$ cat src/rtl/vram_pkg.sv
// Shared video-RAM definitions: bus widths, scanout sequencer states and the
// tagged pixel word that sits in the scanout FIFO.
package vram_pkg;

    localparam int VRAM_AW = 19;
    localparam int VRAM_DW = 32;

    typedef enum logic [1:0] {
        IDLE  = 2'd0,
        FETCH = 2'd1,
        DRAIN = 2'd2
    } scan_state_e;

    typedef struct packed {
        logic               eof;
        logic               eol;
        logic [VRAM_DW-1:0] data;
    } pix_word_t;

endpackage

$ cat src/rtl/scanout_fifo.sv
// Synchronous FIFO of tagged pixel words; the head entry is visible without a pop.
module scanout_fifo
    import vram_pkg::*;
#(
    parameter int DEPTH = 8
) (
    input  logic                   clk,
    input  logic                   rst,
    input  logic                   push_i,
    input  pix_word_t              wdata_i,
    input  logic                   pop_i,
    input  logic                   flush_i,
    output logic                   full_o,
    output logic                   empty_o,
    output logic [$clog2(DEPTH):0] count_o,
    output pix_word_t              head_o
);

    localparam int AW = $clog2(DEPTH);
    localparam int CW = AW + 1;

    pix_word_t       mem_q [DEPTH];
    logic [AW-1:0]   wptr_q, wptr_d;
    logic [AW-1:0]   rptr_q, rptr_d;
    logic [CW-1:0]   count_q, count_d;
    logic            do_push, do_pop;

    assign empty_o = (count_q == '0);
    assign full_o  = (count_q == CW'(DEPTH));
    assign count_o = count_q;
    assign head_o  = empty_o ? '0 : mem_q[rptr_q];

    // A full FIFO still accepts a push when the head leaves in the same cycle.
    assign do_pop  = pop_i && !empty_o && !flush_i;
    assign do_push = push_i && !flush_i && (!full_o || do_pop);

    always_comb begin
        wptr_d  = wptr_q;
        rptr_d  = rptr_q;
        count_d = count_q;
        if (do_push) begin
            wptr_d = wptr_q + 1'b1;
        end
        if (do_pop) begin
            rptr_d = rptr_q + 1'b1;
        end
        if (do_push && !do_pop) begin
            count_d = count_q + 1'b1;
        end else if (do_pop && !do_push) begin
            count_d = count_q - 1'b1;
        end
        if (flush_i) begin
            wptr_d  = '0;
            rptr_d  = '0;
            count_d = '0;
        end
    end

    always_ff @(posedge clk) begin
        if (rst) begin
            wptr_q  <= '0;
            rptr_q  <= '0;
            count_q <= '0;
        end else begin
            wptr_q  <= wptr_d;
            rptr_q  <= rptr_d;
            count_q <= count_d;
        end
    end

    always_ff @(posedge clk) begin
        if (do_push) begin
            mem_q[wptr_q] <= wdata_i;
        end
    end

endmodule

$ cat src/rtl/vram_scanout.sv
// Display-side read sequencer: walks a frame linearly out of VRAM read port 0
// and presents it as a tagged valid/ready pixel stream.
//
// state | meaning
// IDLE  | no reads issued, waiting for frame_start
// FETCH | issuing reads while FIFO plus in-flight has room
// DRAIN | every frame read issued, waiting for FIFO and pipeline to empty
module vram_scanout
    import vram_pkg::*;
#(
    parameter int H_ACTIVE   = 640,
    parameter int V_ACTIVE   = 480,
    parameter int FIFO_DEPTH = 8
) (
    input  logic               clk,
    input  logic               rst,
    input  logic               frame_start,
    input  logic [VRAM_AW-1:0] base_addr,
    output logic [VRAM_AW-1:0] ra,
    input  logic [VRAM_DW-1:0] rd,
    output logic [VRAM_DW-1:0] pix_data,
    output logic               pix_valid,
    input  logic               pix_ready,
    output logic               pix_eol,
    output logic               pix_eof,
    output logic               busy,
    output logic               underflow
);

    localparam int XW = (H_ACTIVE > 1) ? $clog2(H_ACTIVE) : 1;
    localparam int YW = (V_ACTIVE > 1) ? $clog2(V_ACTIVE) : 1;
    localparam int CW = $clog2(FIFO_DEPTH) + 1;

    scan_state_e        state_q, state_d;
    logic [XW-1:0]      x_q, x_d;
    logic [YW-1:0]      y_q, y_d;
    logic [VRAM_AW-1:0] addr_q, addr_d;
    logic [VRAM_AW-1:0] ra_q, ra_d;
    logic               s1_q, s1_d;
    logic [1:0]         s1_tag_q, s1_tag_d;
    logic               s2_q, s2_d;
    logic [1:0]         s2_tag_q, s2_tag_d;
    logic               uf_q, uf_d;

    logic               fifo_full, fifo_empty, fifo_pop;
    logic [CW-1:0]      fifo_count;
    logic [CW-1:0]      pending;
    pix_word_t          fifo_wdata, fifo_head;
    logic               last_x, last_y, drained, active;

    // Stage 1 tracks the cycle ra is on the RAM bus, stage 2 the cycle rd is valid.
    assign pending    = fifo_count + CW'(s1_q) + CW'(s2_q);
    assign last_x     = (x_q == XW'(H_ACTIVE - 1));
    assign last_y     = (y_q == YW'(V_ACTIVE - 1));
    assign drained    = fifo_empty && !s1_q && !s2_q;
    assign active     = (state_q == FETCH) || ((state_q == DRAIN) && !drained);
    assign fifo_pop   = pix_valid && pix_ready;
    assign fifo_wdata = '{eof: s2_tag_q[1], eol: s2_tag_q[0], data: rd};

    always_comb begin
        state_d  = state_q;
        x_d      = x_q;
        y_d      = y_q;
        addr_d   = addr_q;
        ra_d     = ra_q;
        s1_d     = 1'b0;
        s1_tag_d = 2'b00;
        s2_d     = s1_q;
        s2_tag_d = s1_tag_q;
        uf_d     = uf_q;

        if (pix_ready && !pix_valid && active) begin
            uf_d = 1'b1;
        end

        case (state_q)
            IDLE: begin
            end
            FETCH: begin
                if (pending < CW'(FIFO_DEPTH)) begin
                    ra_d     = addr_q;
                    addr_d   = addr_q + 1'b1;
                    s1_d     = 1'b1;
                    s1_tag_d = {last_x && last_y, last_x};
                    if (last_x) begin
                        x_d = '0;
                        if (last_y) begin
                            state_d = DRAIN;
                        end else begin
                            y_d = y_q + 1'b1;
                        end
                    end else begin
                        x_d = x_q + 1'b1;
                    end
                end
            end
            DRAIN: begin
                if (drained) begin
                    state_d = IDLE;
                end
            end
            default: state_d = IDLE;
        endcase

        // A restart wins over everything: no issue this cycle, in-flight reads dropped.
        if (frame_start) begin
            state_d  = FETCH;
            x_d      = '0;
            y_d      = '0;
            addr_d   = base_addr;
            ra_d     = ra_q;
            s1_d     = 1'b0;
            s1_tag_d = 2'b00;
            s2_d     = 1'b0;
            s2_tag_d = 2'b00;
            uf_d     = 1'b0;
        end
    end

    always_ff @(posedge clk) begin
        if (rst) begin
            state_q  <= IDLE;
            x_q      <= '0;
            y_q      <= '0;
            addr_q   <= '0;
            ra_q     <= '0;
            s1_q     <= 1'b0;
            s1_tag_q <= 2'b00;
            s2_q     <= 1'b0;
            s2_tag_q <= 2'b00;
            uf_q     <= 1'b0;
        end else begin
            state_q  <= state_d;
            x_q      <= x_d;
            y_q      <= y_d;
            addr_q   <= addr_d;
            ra_q     <= ra_d;
            s1_q     <= s1_d;
            s1_tag_q <= s1_tag_d;
            s2_q     <= s2_d;
            s2_tag_q <= s2_tag_d;
            uf_q     <= uf_d;
        end
    end

    scanout_fifo #(
        .DEPTH (FIFO_DEPTH)
    ) u_fifo (
        .clk     (clk),
        .rst     (rst),
        .push_i  (s2_q),
        .wdata_i (fifo_wdata),
        .pop_i   (fifo_pop),
        .flush_i (frame_start),
        .full_o  (fifo_full),
        .empty_o (fifo_empty),
        .count_o (fifo_count),
        .head_o  (fifo_head)
    );

    assign ra        = ra_q;
    assign pix_valid = !fifo_empty;
    assign pix_data  = fifo_head.data;
    assign pix_eol   = fifo_head.eol;
    assign pix_eof   = fifo_head.eof;
    assign busy      = (state_q == FETCH);
    assign underflow = uf_q;

endmodule
$ cat config.mk
export PLATFORM = sky130hd
export DESIGN_NAME = vram_scanout
export DESIGN_NICKNAME = d
export VERILOG_FILES = /design/src/rtl/vram_pkg.sv /design/src/rtl/scanout_fifo.sv /design/src/rtl/vram_scanout.sv
export SDC_FILE = /design/constraint.sdc
export NUM_CORES = 1
export LEC_CHECK = 0
export CAP_MARGIN = 20
export CORE_MARGIN = 2
export CORE_UTILIZATION = 33
export DETAILED_ROUTE_END_ITERATION = 7
export DONT_BUFFER_PORTS = 1
export PLACE_DENSITY = 0.51
export SYNTH_ARGS = -nofsm -noshare
export SYNTH_HDL_FRONTEND = slang
export SYNTH_SLANG_ARGS = --single-unit
export TNS_END_PERCENT = 50
$ cat constraint.sdc
create_clock -name clk -period 7.5 [get_ports clk]
set_input_delay 0.75 -clock clk [delete_from_list [all_inputs] [get_ports clk]]
set_output_delay 0.75 -clock clk [all_outputs]
set_load 0.05 [all_outputs]
# --- Word level (Yosys, flattened, before mapping) ---
# Memory sizes are Yosys's and may differ from the RTL's. A register that Yosys moved wholly into a read port is not among the register bits.
# Index checks and enable logic that the tools add are counted.
totals:
  n_memories: 1
  out_inout_bits: 56
  regBits: 76
  ram_bits: 272
  input_bits: 55
memory_table:
  columns: ["name", "depth", "width", "read_ports", "rd_ports_with_merged_regs", "wr", "line", "text"]
  rows:
  - ["u_fifo.mem_q", 8, 34, 1, 1, 1, "scanout_fifo.sv:22", "pix_word_t mem_q [DEPTH];"]
op_classes:
  addsub: 9
  muxes: 18
  eq_ne: 14
  magnitude_cmp: 1
  n_reduce_logical: 37
  bitwise: 5
ops:
  columns: ["operator", "n"]
  rows:
  - ["2-to-1 mux 19 bit", 3]
  - ["2-to-1 mux 34 bit", 1]
  - ["adder 19 x 1 -> 19 bit, second input constant", 1]
  - ["logical AND 1 bit", 13]
  - ["adder 10 x 1 -> 10 bit, second input constant", 1]
  - ["equality test 10 bit, second input constant", 1]
  - ["2-to-1 mux 10 bit", 1]
  - ["AND reduction 5 bit", 2]
  - ["adder 9 x 1 -> 9 bit, second input constant", 1]
  - ["equality test 9 bit, second input constant", 1]
  - ["!= test 3 x 2 -> 1 bit, second input constant", 3]
  - ["adder 4 x 1 -> 4 bit", 2]
  - ["zero test 1 bit", 8]
  - ["2-to-1 mux 2 bit", 4]
  - ["2-to-1 mux 4 bit", 2]
  - ["adder 3 x 1 -> 3 bit, second input constant", 2]
  - ["2-to-1 mux 3 bit", 2]
  - ["!= test 2 x 1 -> 1 bit, second input constant", 3]
  - ["one-hot mux 2 bit (3 select lines)", 1]
  - ["nonzero test 2 bit", 3]
  - ["inverter 1 bit", 5]
  - ["adder 4 x 1 -> 4 bit, second input constant", 1]
  - ["equality test 4 bit, second input constant", 1]
  - ["zero test 4 bit", 1]
  - ["other kinds (15)", 21]

# --- Logic depth before layout (Yosys ltp) ---
logic_depth:
  word_depth: 11
  depth_mapped: 11
  ltp_nobuf: 11

# --- Hierarchy ---
# From an unflattened synthesis, not the netlist that was laid out.
hier_totals:
  hier_cells: 871
  hier_area_um2: 14017.2
by_module_without_submodules:
  columns: ["module", "area_per_inst_um2", "instances", "seq_area_each_um2", "cells_per_inst"]
  rows:
  - ["scanout_fifo", 10984.3, 1, 8428.1, 507]
  - ["vram_scanout", 3032.9, 1, 1321.3, 364]

# --- Worst setup path after synthesis ---
# Ideal clock, no wire load.
synth_timing:
  kind: "input to register"
  start: "in frame_start"
  end: "mem u_fifo.mem_q[0][0] (netlist name), enable pin"
  path_slack_ns: 3.122
  arrival_ns: 3.911
  t_required_ns: 7.032
  n_path_buf: 2
  setup_time_ns: 0.468
  path_stages: 6
  path_cell_list: "buf_2 clkinv_1 o311a_1 clkbuf_1 nand2b_1 nor3_1"
synth_via:
  elab_chain_len: 6
synth_lines:
  columns: ["element", "line", "text"]
  rows:
  - ["from (decl)", "vram_scanout.sv:17", "input logic frame_start,"]
  - ["zero test 1 bit *", "scanout_fifo.sv:34, scanout_fifo.sv:35", null]
  - ["logical AND 1 bit", "scanout_fifo.sv:34", "assign do_pop = pop_i && !empty_o && !flush_i;"]
  - ["logical OR 1 bit", "scanout_fifo.sv:35", "assign do_push = push_i && !flush_i && (!full_o || do_pop);"]
  - ["logical AND 1 bit *", "scanout_fifo.sv:35", null]
  - ["named net u_fifo.do_push", "scanout_fifo.sv:26", "logic do_push, do_pop;"]
  - ["2-to-1 mux 1 bit *", "scanout_fifo.sv:72", "if (do_push) begin"]
  - ["2-to-1 mux 1 bit (implied by the code) *", "scanout_fifo.sv:73", "mem_q[wptr_q] <= wdata_i;"]
  - ["to (decl)", "scanout_fifo.sv:22", null]
# Mark *: on every way through the listed nets, which the timed path passes. The rest lies on a longest branch.

==> impl_results.rst <==
.. list-table::
   :header-rows: 1

   * - Metric
     - Value
   * - Net Sw Power
     - 0.0008254 W
   * - Worst hold path class
     - input pin to flop
   * - Residual overflow from global routing
     - 0
   * - Internal power consumption
     - 0.003285 W
   * - Top post-synthesis cells by area
     - sky130_fd_sc_hd__edfxtp_1, sky130_fd_sc_hd__dfxtp_1, sky130_fd_sc_hd__mux4_2
   * - Worst-case register-to-register setup slack
     - 4.20 ns
   * - # fillers
     - 4,008
   * - Register clock-pin slew on the reported worst setup and hold paths
     - 0.06 ns
   * - Number of cells produced by synthesis
     - 915
   * - Total power
     - 0.004111 W
   * - Floorplan die area
     - 45,000 µm²
   * - Worst IR Drop VDD
     - 0.1229 mV
   * - Library cell used as clock root buffer
     - sky130_fd_sc_hd__clkbuf_16
   * - TritonCTS buffer count
     - 40
   * - Fraction of power spent switching nets
     - 20.08%
   * - Maximum fanout count along the critical path
     - 38
   * - GR Util All Layers
     - 13.98%
   * - Proportion of synthesized chip area in sequential cells
     - 68.20%
   * - Post-detailed-route count of antenna-violating nets
     - 0
   * - Final routed DRC violation total
     - 0
   * - EDFF count, synth
     - ~270
   * - GR Layer Usage met2
     - 24.05%
   * - R2R Path End
     - u_fifo.count_o[3]$_SDFFE_PP0P_
   * - Cell depth of the worst min-delay path
     - 1
   * - Ys flop type
     - sky130_fd_sc_hd__edfxtp_1
   * - Worst hold start
     - rst
   * - Worst clock skew
     - 0.02651 ns
   * - Insertion delay of the later-clocked pin in the worst-skew pair
     - roughly 0.55 ns
   * - Max cap viols
     - 0
   * - Number of rows created at floorplan
     - 76
   * - Max Clock Freq
     - 249.8 MHz
   * - Run status
     - finished, final reports clean
   * - # clock sinks
     - 351
   * - Fraction of final layout cells sized beyond drive strength 1
     - 17.64%
   * - Share of synthesized registers carrying an async set or reset
     - 0%
   * - Cell Area, Placed
     - 14,960 µm²
   * - Detailed Route Iter0 Violations
     - 604
   * - Area share of the largest cell type after synthesis
     - a little under three fifths
   * - Critical Path Sink Type
     - output port
   * - Routability-driven placement congestion ratio
     - 0.7443
   * - Port Buf Inserts
     - 0
   * - Power Dens Cells
     - between 200 and 300 nW/µm²
   * - Number of nets in the layout
     - 975
   * - Pin count of the biggest net entering global routing
     - 78
   * - Number of distinct library cells after synthesis
     - 63
   * - Period utilisation layout
     - 53.37%
   * - Number of hold buffers added after cts
     - 0
   * - Post-synthesis average cell area
     - 15.62 µm²
   * - Data arrival time of the worst path
     - approximately 3.3 ns
   * - 1st-pass router iterations
     - 4
   * - Number of failing hold endpoints at the final stage
     - 0
   * - Routed length per instance
     - 20.40 µm
   * - Placed Cells incl. Taps
     - 1,453
   * - Source of the worst register-to-register timing path
     - u_fifo.count_o[0]$_SDFFE_PP0P_
   * - Setup-failing EPs final
     - 0
   * - Horizontal die dimension
     - between 200 and 250 µm
   * - Reg power frac
     - 51.7%
   * - Depth of the most critical reg-to-reg path
     - 12
   * - CTS max path bufs
     - 3
   * - TritonCTS clock tree
     - done
   * - Final max-slew violation count
     - 0
   * - Core Footprint
     - between 40,000 and 50,000 µm²
   * - Routed wire length
     - 31.12 mm
   * - Vias after detailed routing
     - 7,777
   * - Wire length of the first global-routing pass
     - 47.69 mm
   * - Post-route worst hold slack
     - ~0.26 ns
   * - Setup repair after global routing missed its margin
     - no
   * - Cells resized by post-CTS repair
     - 0
   * - Yosys reg bits
     - 351
   * - Kind of launch point of the worst setup path
     - flop
   * - Final design instance area without fill
     - 16,260 µm²
   * - Starting utilization of the core area
     - 33.33%
   * - Minimum period implied by the final worst setup slack
     - 4.003 ns
   * - Vias per Instance
     - 5.096
   * - Met3 capacity usage during global routing
     - under 10%
   * - Cell area after synthesis
     - 14,290 µm²
   * - Pin slew with the least headroom to its limit
     - 1.092 ns
   * - H-tree Lvls
     - 2
   * - Capture endpoint of the worst hold path
     - ra[17]$_SDFFE_PP0P_
   * - Total nets after synthesis
     - just under 1,000
   * - Fraction of power consumed by the clock network
     - 46.6%
   * - CP Data Required Time
     - a little under 7 ns
   * - Slew HR
     - between 20 and 30%
   * - Non-filler cells, final
     - 1,526
   * - Cell taking the most area after synthesis
     - sky130_fd_sc_hd__edfxtp_1
   * - M1 GR Usage
     - between 10% and 20%
   * - Antenna cell count
     - 0
   * - Vias in the first global route
     - 8,044
   * - GRT Max-Usage Layer
     - met2
   * - Antenna violations before repair
     - 0
   * - Number of top-level design ports
     - 111
   * - Setup_tns
     - 0 ns
   * - Area overhead of the layout relative to synthesis
     - 13.76%
   * - # Post-CTS Setup Buffers
     - 0
   * - Combinational Power Share
     - 1.6%
   * - Count of warnings emitted by yosys
     - 0
   * - Final HPWL from detailed placement
     - 17.84 mm
   * - Height of the chip
     - 212.1 µm
   * - CP Class
     - flop to output port
   * - Static power due to leakage
     - about 5 nW
layer usage:
| layer | vias to the layer above | part of all wire, % |
|---|---|---|
| met5 | - | 0 |
| met4 | 0 | 2.2 |
| met3 | 45 | 5.5 |
| met2 | 149 | 50 |
| met1 | 3949 | 42 |
| li1 | 3634 | - |
cells in the mapped netlist, drive strengths merged (2+ instances only):
library cell / n
a211o: 2
a21bo: 2
a21oi: 38
a221oi: 2
a311oi: 10
a31oi: 4
and2: 7
and3: 5
and4: 8
buf: 22
clkbuf: 42
dfxtp: 79
edfxtp: 272
ha: 9
inv: 8
mux2i: 46
mux4: 68
nand2: 29
nand2b: 6
nand3: 34
nand3b: 4
nand4: 20
nor2: 76
nor3: 7
nor3b: 4
nor4: 4
o21a: 2
o21ai: 31
o311ai: 3
o31ai: 12
o41ai: 4
or3: 17
or4: 13
xnor2: 2
xor2: 5
power by group through the flow:
stage	clock (W)	combinational [W]	sequential (W)
floorplan	0	0.0000610	0.00216
global placement	0	0.0000678	0.00217
detailed placement	0	0.0000686	0.00217
CTS	0.00197	0.0000688	0.00213
global route	0.00205	0.0000755	0.00213
finish	0.00192	0.0000676	0.00213
through the flow:
step,utilization (%),setup WS [ns]
floorplan,-,3.122
global placement,34.89,3.949
detailed placement,34.89,3.931
CTS,37.92,3.340
global route,37.92,3.192
finish,37.92,3.497
cells by family (layout without fill, tap and decap cells):
family                   count (synthesis)  in the layout  share of synthesized area (%)
flip-flops                             351            351                          68.20
XOR/XNOR                                 7              7                         0.4289
multiplexers                           114            114                          13.93
adder cells (fa/ha/maj)                 10             10                         0.9278
buffers and inverters                   73             99                          2.144
AND/OR/NAND/NOR                        239            239                          8.866
AO/OA/AOI/OAI                          121            121                          5.497
worst max path at each step:
stage / slack [ns] / cells after the start / end
after floorplan: 3.12 / 6 / u_fifo.mem_q[0][0]$_DFFE_PP_
after global placement: 3.95 / 4 / pix_data[1]
after detailed placement: 3.93 / 4 / pix_data[31]
after CTS: 3.34 / 4 / pix_data[31]
after global routing: 3.19 / 4 / pix_data[1]
final: 3.50 / 4 / pix_data[31]
placed cells by master (no fill, tap or decap), types with 5 or more instances in the layout:
cell,n
sky130_fd_sc_hd__a311oi_1,10
sky130_fd_sc_hd__clkbuf_16,40
sky130_fd_sc_hd__nand3_1,34
sky130_fd_sc_hd__mux2i_1,46
sky130_fd_sc_hd__and2_1,6
sky130_fd_sc_hd__clkinv_1,10
sky130_fd_sc_hd__a21oi_1,38
sky130_fd_sc_hd__xor2_1,5
sky130_fd_sc_hd__clkbuf_1,5
sky130_fd_sc_hd__and3_1,5
sky130_fd_sc_hd__or4_1,13
sky130_fd_sc_hd__ha_1,9
sky130_fd_sc_hd__dfxtp_1,76
sky130_fd_sc_hd__clkinv_2,8
sky130_fd_sc_hd__or3_1,17
sky130_fd_sc_hd__inv_1,7
sky130_fd_sc_hd__mux4_2,68
sky130_fd_sc_hd__edfxtp_1,272
sky130_fd_sc_hd__o21ai_0,30
sky130_fd_sc_hd__bufinv_16,5
sky130_fd_sc_hd__nor2_1,69
sky130_fd_sc_hd__o31ai_1,12
sky130_fd_sc_hd__nor2_4,7
sky130_fd_sc_hd__buf_4,17
sky130_fd_sc_hd__nand2_1,29
sky130_fd_sc_hd__and4_1,8
sky130_fd_sc_hd__nand4_1,19
sky130_fd_sc_hd__nand2b_1,5
sky130_fd_sc_hd__nor3_1,5
worst max-delay path: stages, from the launching register on:
cell and delay, ns:
sky130_fd_sc_hd__dfxtp_4 0.77, sky130_fd_sc_hd__buf_4 0.72, sky130_fd_sc_hd__mux4_2 0.36, sky130_fd_sc_hd__mux2i_1 0.09
sky130_fd_sc_hd__nor2_1 0.72
sequential cells by signal (all words and copies together), names as in the netlist, named ones only:
signal	flops
y_q	9
state_q	2
u_fifo.count_o	4
underflow	1
x_q	10
ra	19
u_fifo.mem_q	272
s2_q	1
s2_tag_q	2
u_fifo.wptr_q	3
u_fifo.rptr_q	3
s1_q	1
addr_q	19
s1_tag_q	2
final cells by class:
cell class              count  area (µm²)  area share, %
clock buffers              46        1033          6.355
clock inverters            27       266.5          1.639
inverters                   9       33.78         0.2077
multi-input cells         491        4310          26.51
flip-flops and latches    351        9758          60.01
well taps                 585       732.0          4.501
repair buffers             17       127.6         0.7848
Note: power is estimated with default switching activity, not from simulation.
